$ cat src/rtl/fetch_unit_pkg.sv
// Shared widths, PC step, FSM encoding and queue entry layout for the fetch unit.
package fetch_unit_pkg;

  localparam int ADDR_LEN = 32;
  localparam int DATA_LEN = 32;
  localparam logic [ADDR_LEN-1:0] PC_STEP = 32'd4;

  typedef enum logic {
    FETCH = 1'b0,
    FLUSH = 1'b1
  } fetch_state_e;

  typedef struct packed {
    logic [ADDR_LEN-1:0] pc;
    logic [DATA_LEN-1:0] inst;
  } fetch_entry_t;

  function automatic logic [ADDR_LEN-1:0] word_align(input logic [ADDR_LEN-1:0] a);
    return {a[ADDR_LEN-1:2], 2'b00};
  endfunction

endpackage

$ cat src/rtl/fetch_unit_queue.sv
// Synchronous FIFO of fetched {pc, inst} entries; output comes straight from storage
// flops so a push is never visible before the following cycle.
module fetch_queue #(
  parameter  int DEPTH = 4,
  parameter  int WIDTH = 64,
  localparam int PTR_W = $clog2(DEPTH),
  localparam int CNT_W = PTR_W + 1
) (
  input  logic             clk,
  input  logic             rst,
  input  logic             flush,
  input  logic             push,
  input  logic [WIDTH-1:0] wdata,
  input  logic             pop,
  output logic             valid,
  output logic [WIDTH-1:0] rdata,
  output logic [CNT_W-1:0] count
);

  logic [DEPTH-1:0][WIDTH-1:0] mem_q, mem_d;
  logic [PTR_W-1:0]            wr_ptr_q, wr_ptr_d;
  logic [PTR_W-1:0]            rd_ptr_q, rd_ptr_d;
  logic [CNT_W-1:0]            count_q, count_d;
  logic                        do_push, do_pop;

  always_comb begin
    do_pop   = pop && (count_q != '0);
    // A full queue still accepts a push when the head leaves in the same cycle.
    do_push  = push && ((count_q != CNT_W'(DEPTH)) || do_pop);
    mem_d    = mem_q;
    wr_ptr_d = wr_ptr_q;
    rd_ptr_d = rd_ptr_q;
    count_d  = count_q;
    if (flush) begin
      wr_ptr_d = '0;
      rd_ptr_d = '0;
      count_d  = '0;
    end else begin
      if (do_push) begin
        mem_d[wr_ptr_q] = wdata;
        wr_ptr_d        = wr_ptr_q + PTR_W'(1);
      end
      if (do_pop) rd_ptr_d = rd_ptr_q + PTR_W'(1);
      count_d = count_q + CNT_W'(do_push) - CNT_W'(do_pop);
    end
  end

  always_ff @(posedge clk or negedge rst) begin
    if (!rst) begin
      mem_q    <= '0;
      wr_ptr_q <= '0;
      rd_ptr_q <= '0;
      count_q  <= '0;
    end else begin
      mem_q    <= mem_d;
      wr_ptr_q <= wr_ptr_d;
      rd_ptr_q <= rd_ptr_d;
      count_q  <= count_d;
    end
  end

  assign valid = (count_q != '0);
  assign rdata = mem_q[rd_ptr_q];
  assign count = count_q;

endmodule

$ cat src/rtl/fetch_unit.sv
// Instruction fetch front end: credit-limited sequential fetch into a small queue,
// with redirect flushing and dropping of responses still in flight.
module fetch_unit
  import fetch_unit_pkg::*;
#(
  parameter int                  QUEUE_DEPTH = 4,
  parameter logic [ADDR_LEN-1:0] RESET_PC    = 32'h0000_0000
) (
  input  logic                clk,
  input  logic                rst,
  input  logic                redirect,
  input  logic [ADDR_LEN-1:0] redirect_pc,
  output logic                imem_req,
  output logic [ADDR_LEN-1:0] imem_addr,
  input  logic                imem_gnt,
  input  logic                imem_rvalid,
  input  logic [DATA_LEN-1:0] imem_rdata,
  output logic                out_valid,
  output logic [ADDR_LEN-1:0] out_pc,
  output logic [DATA_LEN-1:0] out_inst,
  input  logic                out_ready
);

  localparam int CNT_W   = $clog2(QUEUE_DEPTH) + 1;
  localparam int ENTRY_W = $bits(fetch_entry_t);

  fetch_state_e        state_q, state_d;
  logic [ADDR_LEN-1:0] fetch_pc_q, fetch_pc_d;
  logic [ADDR_LEN-1:0] resp_pc_q, resp_pc_d;
  logic [CNT_W-1:0]    outstanding_q, outstanding_d;
  logic [CNT_W-1:0]    drop_cnt_q, drop_cnt_d;
  logic                req_en_q;

  logic [CNT_W-1:0]    q_count;
  logic [CNT_W:0]      inflight;
  logic                credit_ok, grant, push, pop;
  fetch_entry_t        push_entry, head_entry;
  logic [ENTRY_W-1:0]  q_rdata;

  // Credit counts queued plus in-flight words; a same-cycle pop frees nothing yet.
  always_comb begin
    inflight  = {1'b0, q_count} + {1'b0, outstanding_q};
    credit_ok = inflight < (CNT_W + 1)'(QUEUE_DEPTH);
    imem_req  = req_en_q && (state_q == FETCH) && !redirect && credit_ok;
    grant     = imem_req && imem_gnt;
    push      = (state_q == FETCH) && !redirect && imem_rvalid;
    pop       = out_valid && out_ready && !redirect;
    push_entry.pc   = resp_pc_q;
    push_entry.inst = imem_rdata;
  end

  always_comb begin
    state_d       = state_q;
    fetch_pc_d    = fetch_pc_q;
    resp_pc_d     = resp_pc_q;
    drop_cnt_d    = drop_cnt_q;
    outstanding_d = outstanding_q + CNT_W'(grant) - CNT_W'(imem_rvalid);
    if (redirect) begin
      fetch_pc_d = word_align(redirect_pc);
      resp_pc_d  = word_align(redirect_pc);
      // In FLUSH every in-flight word is already being dropped, so keep counting them.
      drop_cnt_d = (state_q == FETCH) ? outstanding_q - CNT_W'(imem_rvalid)
                                      : drop_cnt_q - CNT_W'(imem_rvalid);
      state_d    = (drop_cnt_d != '0) ? FLUSH : FETCH;
    end else if (state_q == FETCH) begin
      if (grant) fetch_pc_d = fetch_pc_q + PC_STEP;
      if (push)  resp_pc_d  = resp_pc_q + PC_STEP;
    end else begin
      drop_cnt_d = drop_cnt_q - CNT_W'(imem_rvalid);
      if (drop_cnt_d == '0) state_d = FETCH;
    end
  end

  always_ff @(posedge clk or negedge rst) begin
    if (!rst) begin
      state_q       <= FETCH;
      fetch_pc_q    <= RESET_PC;
      resp_pc_q     <= RESET_PC;
      outstanding_q <= '0;
      drop_cnt_q    <= '0;
      req_en_q      <= 1'b0;
    end else begin
      state_q       <= state_d;
      fetch_pc_q    <= fetch_pc_d;
      resp_pc_q     <= resp_pc_d;
      outstanding_q <= outstanding_d;
      drop_cnt_q    <= drop_cnt_d;
      req_en_q      <= 1'b1;
    end
  end

  fetch_queue #(
    .DEPTH (QUEUE_DEPTH),
    .WIDTH (ENTRY_W)
  ) u_queue (
    .clk   (clk),
    .rst   (rst),
    .flush (redirect),
    .push  (push),
    .wdata (push_entry),
    .pop   (pop),
    .valid (out_valid),
    .rdata (q_rdata),
    .count (q_count)
  );

  assign head_entry = q_rdata;
  assign out_pc     = head_entry.pc;
  assign out_inst   = head_entry.inst;
  assign imem_addr  = fetch_pc_q;

  a_no_orphan_rvalid: assert property (@(posedge clk) disable iff (!rst)
    imem_rvalid |-> (outstanding_q != '0));

  a_outstanding_bound: assert property (@(posedge clk) disable iff (!rst)
    outstanding_q <= CNT_W'(QUEUE_DEPTH));

endmodule

$ cat config.mk
export PLATFORM = sky130hd
export DESIGN_NAME = fetch_unit
export DESIGN_NICKNAME = d
export VERILOG_FILES = /design/src/rtl/fetch_unit_pkg.sv /design/src/rtl/fetch_unit_queue.sv /design/src/rtl/fetch_unit.sv
export SDC_FILE = /design/constraint.sdc
export NUM_CORES = 1
export LEC_CHECK = 0
export ABC_AREA = 1
export BUFFER_PORTS_ARGS = -buffer_cell sky130_fd_sc_hd__buf_4
export CAP_MARGIN = 20
export CORE_UTILIZATION = 45
export DETAILED_ROUTE_END_ITERATION = 10
export GPL_TIMING_DRIVEN = 0
export PLACE_DENSITY_LB_ADDON = 0.2
export SKIP_LAST_GASP = 1
export SYNTH_ARGS = -nofsm -noshare
export SYNTH_HDL_FRONTEND = slang
export SYNTH_SLANG_ARGS = --single-unit
$ cat constraint.sdc
create_clock -name clk -period 2.3 [get_ports clk]
set_input_delay 0.115 -clock clk [delete_from_list [all_inputs] [get_ports clk]]
set_output_delay 0.115 -clock clk [all_outputs]
set_load 0.02 [all_outputs]
# Word level (Yosys, flattened, before mapping)
# Index checks and enable logic that the tools add are counted.
# totals
out_inout_bits,98
elab_cells,79
inputBits,70
register_bits,335
# classes
n_reduce_logical,24
n_addsub,11
order_cmp,4
mux,23
eq_ne,2
bitwise_logic,2
# ops
operator,count
256-bit bitwise mux,1
32-bit 2-to-1 mux,6
64-bit binary-select mux with 2-bit select,1
64-bit demux with 2-bit select,1
64-bit 2-to-1 mux,2
32-bit by 3-bit adder with 32-bit output (second input constant),2
3-bit 2-to-1 mux,4
3-bit by 1-bit subtractor with 3-bit output,4
1-bit logical AND,11
2-bit nonzero test,5
2-bit 2-to-1 mux,4
3-bit by 1-bit adder with 3-bit output,2
2-bit by 3-bit less-than comparator with 1-bit output (second input constant),2
2-bit AND reduction,3
3-bit nonzero test,2
2-bit by 1-bit adder with 2-bit output (second input constant),2
3-bit by 3-bit adder with 4-bit output,1
4-bit by 3-bit less-than comparator with 1-bit output (second input constant),1
1-bit 2-to-1 mux,4
3-bit zero test,1
3-bit inequality test (second input constant),1
2-bit by 1-bit >= comparator with 1-bit output (second input constant),1
2-bit inequality test (second input constant),1
1-bit inverter,2
2 further kinds,2

# Logic depth before layout (Yosys ltp)
# depth
depth_word,9
mapped_depth,13
ltp_nobuf,11

# Cells and area by module
# From an unflattened synthesis, not the netlist that was laid out.
# unflattened
cells_unflattened,2282
hier_area_um2,17501.8
# modules_own_cells
mod,area_per_inst_um2,n_inst,seq_area_each_um2,cells_per_inst
fetch_queue,12733.5,1,6581.3,1551
fetch_unit,4768.3,1,1701.6,731

# Worst setup path after synthesis
# Ideal clock, no wire load.
# synth_path
kind,register to register
startpoint,register outstanding_q[1]
endpoint,register outstanding_q[2]
setup_slack_ps,-55
t_arrival_ps,2233
setup_ps,123
path_stages_with_launch,12
path_cell_list,dfrtp_1 ha_1 nand3_1 nand2_1 nor2_2 nand2_2 ha_1 inv_1 ha_1 inv_1 fa_1 xnor2_1
# synth_between
elab_chain_cells,6
# synth_rtl
item,line,rtl
start: declaration,fetch_unit.sv:30,"logic [CNT_W-1:0] outstanding_q, outstanding_d;"
start signal: assignment,fetch_unit.sv:86,outstanding_q <= outstanding_d;
3-bit by 3-bit adder with 4-bit output,fetch_unit.sv:42,"inflight = {1'b0, q_count} + {1'b0, outstanding_q};"
4-bit by 3-bit less-than comparator with 1-bit output,fetch_unit.sv:43,credit_ok = inflight < (CNT_W + 1)'(QUEUE_DEPTH);
1-bit logical AND,fetch_unit.sv:44,imem_req = req_en_q && (state_q == FETCH) && !redirect && credit_ok;
net imem_req,fetch_unit.sv:13,"output logic imem_req,"
1-bit logical AND,fetch_unit.sv:45,grant = imem_req && imem_gnt;
3-bit by 1-bit adder with 3-bit output,fetch_unit.sv:57,outstanding_d = outstanding_q + CNT_W'(grant) - CNT_W'(imem_rvalid);
3-bit by 1-bit subtractor with 3-bit output,fetch_unit.sv:57,
net outstanding_d[2],fetch_unit.sv:30,
# The timed path passes the listed nets, and every way through them passes these cells.
# A chain may end at the register's enable or synchronous reset.

# Worst setup path after layout
# layout_path
startpoint,register u_queue.rd_ptr_q[0]
endpoint,output port out_inst[22]
# layout_between
elab_chain_cells,2
# layout_rtl
item,line,rtl
start: declaration,fetch_unit_queue.sv:22,"logic [PTR_W-1:0] rd_ptr_q, rd_ptr_d;"
start signal: assignment,fetch_unit_queue.sv:57,rd_ptr_q <= rd_ptr_d;
64-bit binary-select mux with 2-bit select,fetch_unit_queue.sv:63,assign rdata = mem_q[rd_ptr_q];
64-bit 2-to-1 mux (implied by the code),fetch_unit_queue.sv:63,
end: declaration,fetch_unit.sv:20,"output logic [DATA_LEN-1:0] out_inst,"
# Every way passes these cells. The select of a mux whose other input is x is not followed.

==> impl_metrics.json <==
{
  "drt.antenna.violating_nets": 0,
  "status": "complete, no violations",
  "cp_max_fo": 10,
  "async_flop_share_pct": 100,
  "synth_cell_types": 41,
  "synth.avg_cell_area_um2": 7.54,
  "cts_tree": "built",
  "dp_hpwl_um": 37500,
  "reg2reg_to": "u_queue.count[2]$_DFF_PN0_",
  "relSlewSlack_pct": 44.5,
  "path_clk_slew_ns": 0.06,
  "setup_tns_ns": 0,
  "worstSetupPathType": "reg -> out",
  "fin_total_pwr_mw": 23.5,
  "final_core_util_pct": 57.1,
  "drt_iter0_drc": 1375,
  "die_y_um": 195,
  "cts-buffers-inserted": 38,
  "r2r_slack_ns": 0.005,
  "place_area_mm2": 0.0187,
  "synth.most_common_cell": "nand2_1",
  "fmax_mhz": 436,
  "hold_violations": 0,
  "globalRouteOverflowTotal": 0,
  "crit_path_start_kind": "flop",
  "finalSetupViolCount": 0,
  "rows": 70,
  "yosys_warnings": 0,
  "max-cap-violations": 0,
  "critPathSlowestCell": "dfrtp_1",
  "final.setup.worst_slack_ns": 0.00510,
  "routabilityCongestion": 0.880,
  "ir_drop_mv": 0.728,
  "clockBufferDepth": 3,
  "dp_cells": 2862,
  "viasPerCell": 5.49,
  "die_area_mm2": 0.0381,
  "p_leak_nw": 10.9,
  "finish.net_count": 2602,
  "cp-startpoint": "u_queue.rd_ptr_q[0]$_DFFE_PN0P_",
  "max_stage_delay_ns": 0.35,
  "initial_core_util_pct": 45.8,
  "grt_max_degree": 118,
  "cp-end-kind": "primary output",
  "hp-start": "redirect_pc[25]",
  "whs_ns": 0.0372,
  "rr_startpoint": "u_queue.count[2]$_DFF_PN0_",
  "worstPathRequired_ns": 2.18,
  "p_per_area_mw_per_mm2": 1120,
  "clock_sinks": 323,
  "io_buffer_count": 161,
  "fin_skew_ns": 0.0177,
  "drive_gt1_share_pct": 15.3,
  "synth_ff_type": "dfrtp_1",
  "drt_pass1_iterations": 6,
  "netlist.area_leader.share_pct": 48.1,
  "grt_pass1_vias": 16100,
  "diodes": 0,
  "routed_wirelength_um": 55300,
  "hp-class": "in -> reg",
  "rsz0062_at_grt": "true",
  "cts-root-buf": "clkbuf_16",
  "post-route-min-period_ns": 2.29,
  "cp.arrival_ns": 2.18,
  "instances_no_fill": 3007,
  "tightestPinTransition_ns": 0.832,
  "antenna_found_initial": 0,
  "stdcell_area_mm2": 0.0209,
  "r2r_cells": 13,
  "syn2layout_area_growth_pct": 24.7,
  "fin_crit_sh_pct": 99.8,
  "grt_usage_pct": 29.0,
  "io_pins": 168,
  "core-area_mm2": 0.0367,
  "synth_edf_count": 0,
  "synth_seq_cells": 323,
  "preCtsSetupSlack_ns": -0.802,
  "post_drt_wl_per_cell_um": 18.4,
  "drc": 0,
  "synth_area_mm2": 0.0168,
  "num_vias": 16500,
  "ys_top_cells_by_area": "dfrtp_1 (48%), nand2_1 (17%), nand3_1 (9.8%)",
  "crit_chain": "buf_6 > clkinvlp_4 > clkbuf_16 > clkbuf_8 > nor2_1 > o22ai_2 > buf_4",
  "die_x_um": 195,
  "synth_common_cells": "nand2_1 (742), nand3_1 (329), dfrtp_1 (323)",
  "grt_pass1_wl_um": 87300,
  "cts_max_level": 2,
  "clkLatencyLatePin_ns": 0.53,
  "slew_violations": 0,
  "ys_seq_area_share_pct": 48.1,
  "endpoint": "out_inst[22]",
  "synth_cells": 2228,
  "synth_top_area_cell": "dfrtp_1"
}
-- cell usage in the layout, fill, tap and decap left out, types with 3 or more instances in the layout --
cell	n
clkbuf_4	3
clkbuf_1	59
o22ai_2	9
buf_6	29
clkbuf_16	40
clkbuf_8	16
buf_1	7
buf_12	3
o22ai_1	53
conb_1	5
dfrtp_1	320
clkinv_2	5
nor2_1	244
dlygate4sd3_1	64
clkbuf_2	15
nor3_1	9
nand2_4	6
nand3_1	328
nand2_1	740
a21oi_1	29
nor2_4	4
ha_1	16
inv_1	69
inv_2	5
buf_2	46
xor2_1	8
buf_8	3
a31oi_1	4
o211ai_1	15
xnor2_1	6
o21ai_1	4
buf_4	184
o21ai_0	150
dfrtp_2	3
nor2_2	6
nand4_1	9
-- area by class of cell --
cell class / count / area [um^2]
well taps: 468 / 586
repair buffers: 245 / 2080
flip-flops and latches: 323 / 8090
clock buffers: 58 / 1170
plain buffers: 168 / 1060
inverters: 78 / 298
fillers: 3436 / 15800
multi-input cells: 1660 / 7590
clock inverters: 7 / 70.1
-- power breakdown --
part / switching, mW / total [mW] / internal (mW) / leakage (nW)
combinational: 5.91 / 9.47 / 3.56 / 6.05
clock: 2.45 / 6.05 / 3.60 / 0.616
sequential: 0.853 / 7.97 / 7.12 / 4.23
-- registers in the layout, indices dropped and copies added, names as in the netlist --
register          cells
state_q               1
resp_pc_q            30
req_en_q              1
imem_addr            30
outstanding_q         3
u_queue.wr_ptr_q      2
u_queue.count         3
u_queue.mem_q       248
u_queue.rd_ptr_q      2
drop_cnt_q            3
-- worst min path at each step --
stage / slack (ns) / endpoint / depth (start not counted)
6_report: 0.04 / imem_addr[25]$_DFFE_PN0P_ / 5
3_5_place_dp: 0.22 / u_queue.mem_q[26]$_DFFE_PN0P_ / 1
2_1_floorplan: -0.18 / drop_cnt_q[0]$_DFFE_PN0P_ / 0
4_1_cts: 0.02 / imem_addr[25]$_DFFE_PN0P_ / 5
5_1_grt: 0.08 / imem_addr[25]$_DFFE_PN0P_ / 5
3_3_place_gp: 0.37 / imem_addr[29]$_DFFE_PN0P_ / 3
-- critical path, delay by kind of cell (launching register included) --
| family | cells | cell delay, ns |
|---|---|---|
| compound gates | 1 | 0.12 |
| buf+inv | 5 | 1.03 |
| flops | 1 | 0.35 |
| simple gates | 1 | 0.14 |
-- kinds of logic (layout without fill, tap and decap cells) --
kind of cell             after synthesis  after routing  synth area share, %
AND/OR/NAND/NOR                     1354           1354                 33.4
flip-flops                           323            323                 48.1
AO/OA/AOI/OAI                        269            269                 8.87
buffers and inverters                248            556                 7.37
adder cells (fa/ha/maj)               18             18                 1.43
XOR/XNOR                              14             14                0.730
other                                  2              5               0.0447
-- repair_timing --
| item | in CTS | in global routing |
|---|---|---|
| buffers inserted | 4 | 13 |
| pin swaps | 2 | 6 |
| cloned | 0 | 1 |
| endpoints found under the hold margin | 286 | 0 |
| hold buffers | 64 | 0 |
| endpoints found under the setup margin | 316 | 33 |
| gates resized for setup | 60 | 33 |
-- metal layers --
| metal | global-route usage (%) | vias up | wire length (um) |
|---|---|---|---|
| met5 | 0 | - | 0 |
| met4 | 11.6 | 0 | 2200 |
| met3 | 3.87 | 123 | 3490 |
| met2 | 47.6 | 645 | 25900 |
| met1 | 38.9 | 7936 | 23600 |
| li1 | - | 7809 | - |
No activity file was read; power rests on OpenSTA's default activity.
